===== config.mk =====
export PLATFORM = sky130hd
export DESIGN_NAME = frame_slot_ctrl
export DESIGN_NICKNAME = d
export VERILOG_FILES = /design/src/rtl/frame_slot_pkg.sv /design/src/rtl/frame_slot_ctrl_sel_debounce.sv /design/src/rtl/frame_slot_ctrl.sv
export SDC_FILE = /design/constraint.sdc
export NUM_CORES = 1
export LEC_CHECK = 0
export BUFFER_PORTS_ARGS = -buffer_cell sky130_fd_sc_hd__buf_2
export CORE_ASPECT_RATIO = 1.4
export CORE_MARGIN = 8
export CORE_UTILIZATION = 36
export CTS_CLUSTER_SIZE = 8
export DETAILED_ROUTE_END_ITERATION = 7
export GPL_ROUTABILITY_DRIVEN = 0
export PLACE_DENSITY = 0.57
export SETUP_SLACK_MARGIN = 0.02
export SLEW_MARGIN = 25
export SYNTH_ARGS = -nofsm -noshare
export SYNTH_HDL_FRONTEND = slang
export SYNTH_SLANG_ARGS = --single-unit
export TNS_END_PERCENT = 1

===== constraint.sdc =====
create_clock -name iCLK -period 3.4 [get_ports iCLK]
set_input_delay 1.02 -clock iCLK [delete_from_list [all_inputs] [get_ports iCLK]]
set_output_delay 1.02 -clock iCLK [all_outputs]
set_load 0.05 [all_outputs]

===== src/rtl/frame_slot_pkg.sv =====
// Shared definitions for the frame-slot scheduler.
//   SLOT_WORDS_DEF : default words per slot (one 640x480 frame)
//   SLOT_IDX_W     : width of a slot index
//   ADDR_W         : SDRAM word-address width
//   rd_state_e     : read-side FSM states
//   slot_base()    : base word address of a slot, built by accumulation
package frame_slot_pkg;

  localparam int SLOT_WORDS_DEF = 307200;
  localparam int SLOT_IDX_W     = 3;
  localparam int ADDR_W         = 23;

  typedef enum logic [1:0] {
    RS_IDLE   = 2'd0,
    RS_PEND   = 2'd1,
    RS_RELOAD = 2'd2
  } rd_state_e;

  // idx*words without a multiplier: a constant-bound chain of conditional adds.
  function automatic logic [ADDR_W-1:0] slot_base(input logic [SLOT_IDX_W-1:0] idx,
                                                  input int unsigned            words);
    logic [ADDR_W-1:0] acc;
    acc = '0;
    for (int i = 0; i < (1 << SLOT_IDX_W) - 1; i++)
      if (SLOT_IDX_W'(i) < idx) acc = acc + ADDR_W'(words);
    return acc;
  endfunction

endpackage


===== src/rtl/frame_slot_ctrl_sel_debounce.sv =====
// Read-side selection FSM: debounces the decoded slot select, commits it,
// then holds a fixed-length active-low reload pulse.
//   clk, rst_n : clock, async active-low reset
//   sel        : decoded slot selection (combinational from the switches)
//   slot       : committed (displayed) slot
//   commit     : one-cycle pulse, high in the cycle whose edge commits sel
//   reload_n   : active-low reload pulse, starts the cycle after commit
//   busy       : FSM not idle
module sel_debounce
  import frame_slot_pkg::*;
#(
  parameter int DEBOUNCE_CYC = 50000,
  parameter int RELOAD_CYC   = 16
) (
  input  logic                  clk,
  input  logic                  rst_n,
  input  logic [SLOT_IDX_W-1:0] sel,
  output logic [SLOT_IDX_W-1:0] slot,
  output logic                  commit,
  output logic                  reload_n,
  output logic                  busy
);

  localparam int DW = (DEBOUNCE_CYC > 1) ? $clog2(DEBOUNCE_CYC) : 1;
  localparam int RW = (RELOAD_CYC > 1) ? $clog2(RELOAD_CYC) : 1;

  rd_state_e             state;
  logic [SLOT_IDX_W-1:0] cand;
  logic [DW-1:0]         stab_cnt;
  logic [RW-1:0]         rl_cnt;

  // Commit only when the candidate is still present and still differs from
  // what is displayed; a bounce back to the current slot cancels instead.
  assign commit = (state == RS_PEND) && (sel == cand) && (sel != slot) &&
                  (stab_cnt == DW'(DEBOUNCE_CYC - 1));
  assign busy   = (state != RS_IDLE);

  always_ff @(posedge clk or negedge rst_n) begin
    if (!rst_n) begin
      state    <= RS_IDLE;
      cand     <= '0;
      stab_cnt <= '0;
      rl_cnt   <= '0;
      slot     <= '0;
      reload_n <= 1'b1;
    end else begin
      case (state)
        RS_IDLE: begin
          if (sel != slot) begin
            cand     <= sel;
            stab_cnt <= '0;
            state    <= RS_PEND;
          end
        end
        RS_PEND: begin
          if (sel == slot) begin
            state <= RS_IDLE;
          end else if (sel != cand) begin
            cand     <= sel;
            stab_cnt <= '0;
          end else if (commit) begin
            slot     <= cand;
            rl_cnt   <= '0;
            reload_n <= 1'b0;
            state    <= RS_RELOAD;
          end else begin
            stab_cnt <= stab_cnt + 1'b1;
          end
        end
        RS_RELOAD: begin
          // Switch activity is ignored here; IDLE re-evaluates it afterwards.
          if (rl_cnt == RW'(RELOAD_CYC - 1)) begin
            reload_n <= 1'b1;
            state    <= RS_IDLE;
          end else begin
            rl_cnt <= rl_cnt + 1'b1;
          end
        end
        default: state <= RS_IDLE;
      endcase
    end
  end

endmodule


===== src/rtl/frame_slot_ctrl.sv =====
// Five-slot SDRAM frame-buffer scheduler.
// Write side sequences UART bytes into consecutive slots and flags complete
// slots; read side debounces the slot switches, moves the VGA read window and
// pulses the SDRAM controller reload.
//   iCLK, iRST_N          : clock, async active-low reset
//   iSEL                  : slot switches, bit k -> slot k+1, lowest bit wins
//   iRX_VALID, iRX_DATA   : byte strobe / byte from uart_rx
//   oWR_REQ/DATA/ADDR     : write strobe, {8'h00,byte}, slot base + word count
//   oWR_SLOT              : slot being filled
//   oFRAME_DONE           : pulse with the last word of a slot
//   oSLOT_VALID           : per-slot complete flags
//   oRD_SLOT/ADDR/MAX_ADDR: displayed slot and its read window
//   oRELOAD_N             : active-low reload pulse
//   oBUSY                 : read FSM not idle
module frame_slot_ctrl
  import frame_slot_pkg::*;
#(
  parameter int NUM_SLOTS    = 5,
  parameter int SLOT_WORDS   = SLOT_WORDS_DEF,
  parameter int DEBOUNCE_CYC = 50000,
  parameter int RELOAD_CYC   = 16,
  parameter int IDLE_TIMEOUT = 5000000
) (
  input  logic                  iCLK,
  input  logic                  iRST_N,
  input  logic [3:0]            iSEL,
  input  logic                  iRX_VALID,
  input  logic [7:0]            iRX_DATA,
  output logic                  oWR_REQ,
  output logic [15:0]           oWR_DATA,
  output logic [ADDR_W-1:0]     oWR_ADDR,
  output logic [SLOT_IDX_W-1:0] oWR_SLOT,
  output logic                  oFRAME_DONE,
  output logic [NUM_SLOTS-1:0]  oSLOT_VALID,
  output logic [SLOT_IDX_W-1:0] oRD_SLOT,
  output logic [ADDR_W-1:0]     oRD_ADDR,
  output logic [ADDR_W-1:0]     oRD_MAX_ADDR,
  output logic                  oRELOAD_N,
  output logic                  oBUSY
);

  localparam int                    IW        = $clog2(IDLE_TIMEOUT + 1);
  localparam logic [ADDR_W-1:0]     SW_A      = ADDR_W'(SLOT_WORDS);
  localparam logic [ADDR_W-1:0]     LAST_WORD = ADDR_W'(SLOT_WORDS - 1);
  localparam logic [SLOT_IDX_W-1:0] LAST_SLOT = SLOT_IDX_W'(NUM_SLOTS - 1);

  // ---------------- write sequencer ----------------
  logic [SLOT_IDX_W-1:0] wr_slot;
  logic [ADDR_W-1:0]     wr_base;   // running wr_slot*SLOT_WORDS
  logic [ADDR_W-1:0]     word_cnt;
  logic [IW-1:0]         idle_cnt;

  assign oWR_SLOT = wr_slot;

  always_ff @(posedge iCLK or negedge iRST_N) begin
    if (!iRST_N) begin
      oWR_REQ     <= 1'b0;
      oWR_DATA    <= '0;
      oWR_ADDR    <= '0;
      oFRAME_DONE <= 1'b0;
      oSLOT_VALID <= '0;
      wr_slot     <= '0;
      wr_base     <= '0;
      word_cnt    <= '0;
      idle_cnt    <= '0;
    end else begin
      oWR_REQ     <= iRX_VALID;
      oFRAME_DONE <= 1'b0;
      if (iRX_VALID) begin
        oWR_DATA <= {8'h00, iRX_DATA};
        oWR_ADDR <= wr_base + word_cnt;
        idle_cnt <= '0;
        // Slot is being overwritten: it stops being valid with its first word.
        if (word_cnt == '0) oSLOT_VALID[wr_slot] <= 1'b0;
        if (word_cnt == LAST_WORD) begin
          oFRAME_DONE          <= 1'b1;
          oSLOT_VALID[wr_slot] <= 1'b1;
          word_cnt             <= '0;
          if (wr_slot == LAST_SLOT) begin
            wr_slot <= '0;
            wr_base <= '0;
          end else begin
            wr_slot <= wr_slot + 1'b1;
            wr_base <= wr_base + SW_A;
          end
        end else begin
          word_cnt <= word_cnt + 1'b1;
        end
      end else if (word_cnt != '0) begin
        // Stalled mid-frame: restart the same slot from word 0, flag stays low.
        if (idle_cnt == IW'(IDLE_TIMEOUT - 1)) begin
          word_cnt <= '0;
          idle_cnt <= '0;
        end else begin
          idle_cnt <= idle_cnt + 1'b1;
        end
      end
    end
  end

  // ---------------- read side ----------------
  logic [SLOT_IDX_W-1:0] sel_dec;
  logic [ADDR_W-1:0]     sel_base;
  logic                  commit;

  always_comb begin
    sel_dec = '0;
    casez (iSEL)
      4'b???1: sel_dec = 3'd1;
      4'b??10: sel_dec = 3'd2;
      4'b?100: sel_dec = 3'd3;
      4'b1000: sel_dec = 3'd4;
      default: sel_dec = 3'd0;
    endcase
  end

  assign sel_base = slot_base(sel_dec, SLOT_WORDS);

  sel_debounce #(
    .DEBOUNCE_CYC(DEBOUNCE_CYC),
    .RELOAD_CYC  (RELOAD_CYC)
  ) u_sel (
    .clk     (iCLK),
    .rst_n   (iRST_N),
    .sel     (sel_dec),
    .slot    (oRD_SLOT),
    .commit  (commit),
    .reload_n(oRELOAD_N),
    .busy    (oBUSY)
  );

  // Window registered on the commit edge (sel_dec equals the candidate then),
  // so it moves together with oRD_SLOT and keeps the adder chain off the pins.
  always_ff @(posedge iCLK or negedge iRST_N) begin
    if (!iRST_N) begin
      oRD_ADDR     <= '0;
      oRD_MAX_ADDR <= SW_A;
    end else if (commit) begin
      oRD_ADDR     <= sel_base;
      oRD_MAX_ADDR <= sel_base + SW_A;
    end
  end

endmodule


==> results of run 1 <==
[per-layer routing]
metal / routed length (um) / vias up
met4: 287 / 0
met5: 0 / -
met3: 651 / 23
met2: 10600 / 112
met1: 8010 / 3130
li1: - / 3108
[stage by stage]
| step | util, % | power, mW |
|---|---|---|
| after global placement | 39.9 | 2.88 |
| after global routing | 42.7 | 4.98 |
| after detailed placement | 39.9 | 2.89 |
| after floorplan | - | 2.62 |
| final | 42.7 | 4.75 |
| after CTS | 42.7 | 4.82 |
[state kept, by name, indices dropped and copies added (netlist names), 2 cells and up]
name	cells
idle_cnt	23
oRD_ADDR	11
oRD_MAX_ADDR	11
oSLOT_VALID	5
oWR_ADDR	23
oWR_DATA	8
oWR_SLOT	3
u_sel.cand	3
u_sel.rl_cnt	4
u_sel.slot	3
u_sel.stab_cnt	16
u_sel.state	2
word_cnt	23
wr_base	11
[critical path, stage by stage (launching register included)]
cell     delay (ns)
dfrtp_1        0.44
ha_1           0.22
nand3_1        0.19
or4_1          0.72
or4_1          0.73
buf_4          0.25
or3_1          0.33
o21ai_0        0.08
[cell type report]
class | count | area [um2] | share of cell area (%)
Sequential cell | 149 | 3730 | 40.3
Inverter | 23 | 86.3 | 0.932
Multi-Input combinational cell | 611 | 3850 | 41.6
Clock buffer | 18 | 439 | 4.74
Clock inverter | 14 | 154 | 1.66
Tap cell | 297 | 372 | 4.01
Timing Repair Buffer | 108 | 624 | 6.74
[layout by cell type, fill, tap and decap left out, types with 12 or more instances in the layout]
master     synthesis  final
nand2b_1          17     17
ha_1              22     22
o31ai_1           26     25
a21oi_1           27     27
nand4_1           14     14
xnor2_1           17     17
nor3_1            17     16
mux2_2            35     35
o21ai_0           92     92
buf_4             33     25
and3_1            12     12
dfrtp_1          144    144
buf_2              1     81
nand3_1           45     45
inv_1             21     21
nor4_1            13     13
clkbuf_16          0     17
nand2_1           63     63
nor2_1            51     51
conb_1             1     32
[how the worst max path moves through the flow]
stage                                 start                             to  slack, ns  cells past startpoint
CTS                 word_cnt[0]$_DFFE_PN0P_        wr_base[20]$_DFFE_PN0P_       0.30                      7
detailed placement                  iSEL[0]  u_sel.stab_cnt[5]$_DFFE_PN0P_       0.27                      6
finish              word_cnt[0]$_DFFE_PN0P_        wr_base[13]$_DFFE_PN0P_       0.34                      7
global placement                    iSEL[0]  u_sel.stab_cnt[5]$_DFFE_PN0P_      -0.11                      6
floorplan                           iSEL[1]  u_sel.stab_cnt[1]$_DFFE_PN0P_       0.28                      8
global route        word_cnt[0]$_DFFE_PN0P_        wr_base[20]$_DFFE_PN0P_       0.14                      7
[logic make-up after synthesis]
kind of cell | Yosys count | share of synthesized area, %
buffers and inverters | 91 | 5.93
flip-flops | 149 | 47.2
AND/OR/NAND/NOR | 283 | 18.5
AO/OA/AOI/OAI | 210 | 16.6
other | 1 | 0.0474
adder cells (fa/ha/maj) | 22 | 3.48
XOR/XNOR | 25 | 2.77
multiplexers | 39 | 5.49
[power breakdown]
group	internal, mW	total, mW	switching (mW)
sequential	1.88	1.98	0.0961
combinational	0.240	0.872	0.632
clock	1.06	1.90	0.839
total	3.19	4.75	1.57
==> flow_summary.yaml, run 1 <==
status:
  status: "completed"
synth:
  synth_seq_cells: 149
  avgSynthCellArea_um2: 9.65
  synth_area_leader_cell: "dfrtp_1"
  netlist_top_cells_area: "dfrtp_1 46%, o21ai_0 5.8%, mux2_2 5.0%"
  synth_edf_count: 0
  async_flop_share_pct: 100
  synth_ff_type: "dfrtp_1"
  yosysSeqAreaShare_pct: 47.2
  yosysMostFrequentCell: "dfrtp_1"
  synth.distinct_cells: 64
  synth_top_area_share_pct: 45.5
  ys_top_cells_by_count: "144 x dfrtp_1, 92 x o21ai_0, 63 x nand2_1"
  synth-warning-count: 0
  netlist_area_um2: 7910
  syn_inst: 820
hold_path:
  hold_path_end: "oRD_MAX_ADDR[14]$_DFFE_PN0P_"
  min_from: "oRD_MAX_ADDR[14]$_DFFE_PN0P_"
  hold_depth: 2
  holdCritPathClass: "flop to flop"
sta:
  finalSetupViolCount: 0
  layout_setup_ws_ns: 0.345
  clock-skew-final_ns: 0.0103
  hold_viol: 0
  worst_pin_slew_ns: 0.842
  fin_crit_sh_pct: 89.9
  max_freq_mhz: 327
  drv_slew: 0
  relSlewSlack_pct: 43.7
  min_period_ns: 3.06
  setup_tns_ns: 0
  grt_setup_unrepaired: "no"
  whs_ns: 0.474
clocking:
  cts-root-buf: "clkbuf_16"
  cts_made_buffers: 17
  htreeDepth: 4
  cts_tree: "yes"
  clock_path_buffers: 2
  clk_pin_slew_ns: 0.07
  ctsResizeCount: 0
  clkLatencyLatePin_ns: 0.43
  clock-sinks: 149
  ctsHoldBuffers: 0
  post_cts_buffers: 0
drt:
  drtPass1Iterations: 4
  antenna_left: 0
  wl_um: 19600
  drc_errors: 0
  via_per_inst: 5.22
  wl_per_cell_um: 16.1
  drtIter0Drc: 342
  vias: 6373
finish:
  areaGrowthSynthToFinish_pct: 17.0
  fillers: 2187
  instances_no_fill: 1220
  drive_above_1_share_pct: 20.5
  nets: 947
  fin_area_um2: 9260
  num_antenna_cells: 0
grt:
  grt_use_met3_pct: 3.22
  first_global_vias: 6400
  top_usage_layer: "met2"
  met2_usage_pct: 28.3
  grt_max_degree: 56
  antenna_found_initial: 0
  grtUsageTotal_pct: 14.9
  gr-total-overflow: 0
  use_met1_pct: 16.0
  grt_pass1_wl_um: 32500
setup_path:
  arrival_ns: 3.40
  r2r_end: "wr_base[13]$_DFFE_PN0P_"
  r2r-start: "word_cnt[0]$_DFFE_PN0P_"
  cp-start-kind: "flop"
  rrSetupSlack_ns: 0.34
  path_max_fanout: 10
  worstSetupPathType: "flop to flop"
  cp-end-kind: "flop"
  r2r.worst_path.cells: 7
  worstPathRequired_ns: 3.74
placement:
  dp.cells: 1188
  io_buffers: 82
  placed_area_um2: 8670
  hpwl_um: 14100
  dpl_worst_slack_ns: 0.268
pwr:
  p_per_area_nw_per_um2: 513
  ir_drop_mv: 0.303
  leakage_nw: 4.30
floorplanning:
  dieArea_um2: 27000
  die_width_um: 141
  ios: 115
  coreArea_um2: 21700
  rows: 64
  initial_core_util_pct: 36.5
  die_y_um: 191
run:
  drv_cap: 0
No activity file was read; power rests on OpenSTA's default activity.
==> inputs of run 2 (changes only) <==
Settings changed: ABC_AREA set to 1.
==> run 2 against run 1 <==
Combinational power is 22% higher. Non-clock buffer count decreased by 16. Largest power group unchanged. Largest cell class unchanged. Synthesized area rose by 14%. Die area grew 13%. Critical endpoint is now word_cnt[12]$_DFFE_PN0P_. Via count up 29%. Final area up 11%. Global-route usage grew 1.7 points.
==> flow_summary.yaml, run 2 <==
status:
  status: "completed"
floorplanning:
  coreArea_um2: 24700
  initial_core_util_pct: 36.6
  die_y_um: 203
  die_width_um: 150
  rows: 68
  dieArea_um2: 30500
  ios: 115
synth:
  async_flop_share_pct: 100
  synth-warning-count: 0
  yosysSeqAreaShare_pct: 41.3
  synth_edf_count: 0
  synth_top_area_share_pct: 39.9
  syn_inst: 1261
  netlist_top_cells_area: "dfrtp_1 40%, nand2_1 16%, nand3_1 6.2%"
  synth_seq_cells: 149
  synth.distinct_cells: 38
  synth_area_leader_cell: "dfrtp_1"
  avgSynthCellArea_um2: 7.17
  synth_ff_type: "dfrtp_1"
  yosysMostFrequentCell: "nand2_1"
  netlist_area_um2: 9040
  ys_top_cells_by_count: "386 x nand2_1, 144 x dfrtp_1, 139 x inv_1"
setup_path:
  worstSetupPathType: "flop to flop"
  path_common_cell: "nand3_1"
  arrival_ns: 2.83
  path_max_fanout: 20
  cp_slowest_stage_delay_ns: 0.50
  worstPathRequired_ns: 3.68
  cp-start-kind: "flop"
  path_cells: "ha_1, nand3_1, nor3_1, nand3_1, nand2_1, nand2_4, inv_1, o21ai_0"
  cpMaxStageDelayCell: "inv_1"
  cp-end-kind: "flop"
sta:
  hold_viol: 0
  min_period_ns: 2.55
  fin_crit_sh_pct: 75.1
  clock-skew-final_ns: 0.0104
  drv_slew: 0
  finalSetupViolCount: 0
  worst_pin_slew_ns: 0.628
  relSlewSlack_pct: 58.1
  max_freq_mhz: 392
  grt_setup_unrepaired: "no"
  setup_tns_ns: 0
pwr:
  leakage_nw: 5.08
  p_int_mw: 3.29
  p_seq_share_pct: 40.3
  ir_drop_mv: 0.345
  power_frac_comb_pct: 20.9
  p_sw_mw: 1.76
  pwr-share-clk_pct: 38.8
  p_per_area_nw_per_um2: 492
  switching_share_pct: 34.8
grt:
  first_global_vias: 8211
  grt_pass1_wl_um: 41000
  grtUsageTotal_pct: 16.6
  gr-total-overflow: 0
  antenna_found_initial: 0
  grt_max_degree: 55
clocking:
  ctsResizeCount: 0
  cts-root-buf: "clkbuf_16"
  clkLatencyLatePin_ns: 0.43
  clock_path_buffers: 2
  ctsHoldBuffers: 0
  htreeDepth: 4
  clk_pin_slew_ns: 0.06
  clock-sinks: 149
  cts_tree: "yes"
  post_cts_buffers: 0
  cts_made_buffers: 17
drt:
  antenna_left: 0
  drc_errors: 0
  vias: 8205
  wl_um: 24500
  drtPass1Iterations: 4
  via_per_inst: 4.91
  wl_per_cell_um: 14.7
  drtIter0Drc: 396
finish:
  nets: 1380
  drive_above_1_share_pct: 11.7
  reg_top3: "idle_cnt x23, oWR_ADDR x23, word_cnt x23"
  fillers: 2601
  final_cell_mix: "386 x nand2_1, 144 x dfrtp_1, 138 x inv_1"
  instances_no_fill: 1671
  num_antenna_cells: 0
  final_common_cell: "nand2_1"
  areaGrowthSynthToFinish_pct: 13.7
placement:
  dp.cells: 1639
  hpwl_um: 18500
  io_buffers: 82
run:
  drv_cap: 0
hold_path:
  holdCritPathClass: "flop to flop"
run 2: changes by cell type after synthesis, sizes merged, moves of 13 or more:
| cell | delta |
|---|---|
| nand3 | +68 |
| o31ai | -26 |
| nor2 | +81 |
| nand2b | -17 |
| clkbuf | -19 |
| o21ai | +19 |
| nand2 | +329 |
| nand4 | +43 |
| a21oi | -13 |
| inv | +119 |
| mux2 | -34 |
| xnor2 | -13 |
run 2: critical path, delay by kind of cell (launching register included):
| kind | cells | cell delay (ns) |
|---|---|---|
| AOI/OAI and AO/OA | 1 | 0.19 |
| adders and majority gates | 1 | 0.33 |
| and+or+nand+nor | 5 | 0.94 |
| DFF | 1 | 0.43 |
| buffers and inverters | 1 | 0.50 |
run 2: layer usage:
metal  wire [um]  share of wire [%]  global-route usage (%)  up-vias
met3         704                2.9                    2.99       49
met2       13100                 54                    30.7      156
met5           0                  0                       0        -
li1            -                  -                       -     4197
met1        9980                 41                    18.2     3803
met4         695                2.8                    6.91        0
run 2: stage by stage:
stage	setup WS, ns	hold WS, ns	power, mW	util, %	area [um2]
3_3_place_gp	0.690	0.451	3.12	39.2	9670
3_5_place_dp	0.638	0.453	3.13	39.2	9670
2_1_floorplan	1.14	0.475	2.84	-	9160
6_report	0.847	0.466	5.05	41.7	10300
5_1_grt	0.576	0.492	5.29	41.7	10300
4_1_cts	0.808	0.469	5.12	41.7	10300
run 2: layout make-up:
type	instances	area (um2)	share of cell area [%]
clock buffers	20	467	4.54
clock inverters	12	143	1.39
inverters	140	526	5.11
multi-input cells	943	4500	43.8
flip-flops and latches	149	3730	36.3
well taps	315	394	3.83
repair buffers	92	517	5.03
run 2: power groups by stage:
| stage | clock (mW) | combinational (mW) | sequential [mW] |
|---|---|---|---|
| after floorplan | 0 | 0.588 | 2.25 |
| after global placement | 0 | 1.05 | 2.07 |
| after detailed placement | 0 | 1.07 | 2.06 |
| after CTS | 2.01 | 1.07 | 2.04 |
| after global routing | 2.07 | 1.16 | 2.06 |
| final | 1.96 | 1.06 | 2.04 |
run 2: final timing paths:
kind                                               start                            to  slack [ns]  depth (start not counted)
max in group asynchronous                         iRST_N  oRD_MAX_ADDR[12]$_DFFE_PN1P_        2.16                          2
worst min register to register  oWR_ADDR[12]$_DFFE_PN0P_      oWR_ADDR[12]$_DFFE_PN0P_        0.47                          2
worst min-delay path            oWR_ADDR[12]$_DFFE_PN0P_      oWR_ADDR[12]$_DFFE_PN0P_        0.47                          2
min in group asynchronous                         iRST_N      oRD_ADDR[20]$_DFFE_PN0P_        0.52                          1
worst max register to register   idle_cnt[0]$_DFFE_PN0P_      word_cnt[12]$_DFFE_PN0P_        0.85                          8
worst max-delay path             idle_cnt[0]$_DFFE_PN0P_      word_cnt[12]$_DFFE_PN0P_        0.85                          8
run 2: kinds of logic after synthesis:
family                   share of synthesized area, %
AND/OR/NAND/NOR                                  35.4
AO/OA/AOI/OAI                                    8.04
adder cells (fa/ha/maj)                          3.04
multiplexers                                    0.125
XOR/XNOR                                         1.84
flip-flops                                       41.3
buffers and inverters                            10.2
other                                          0.0415
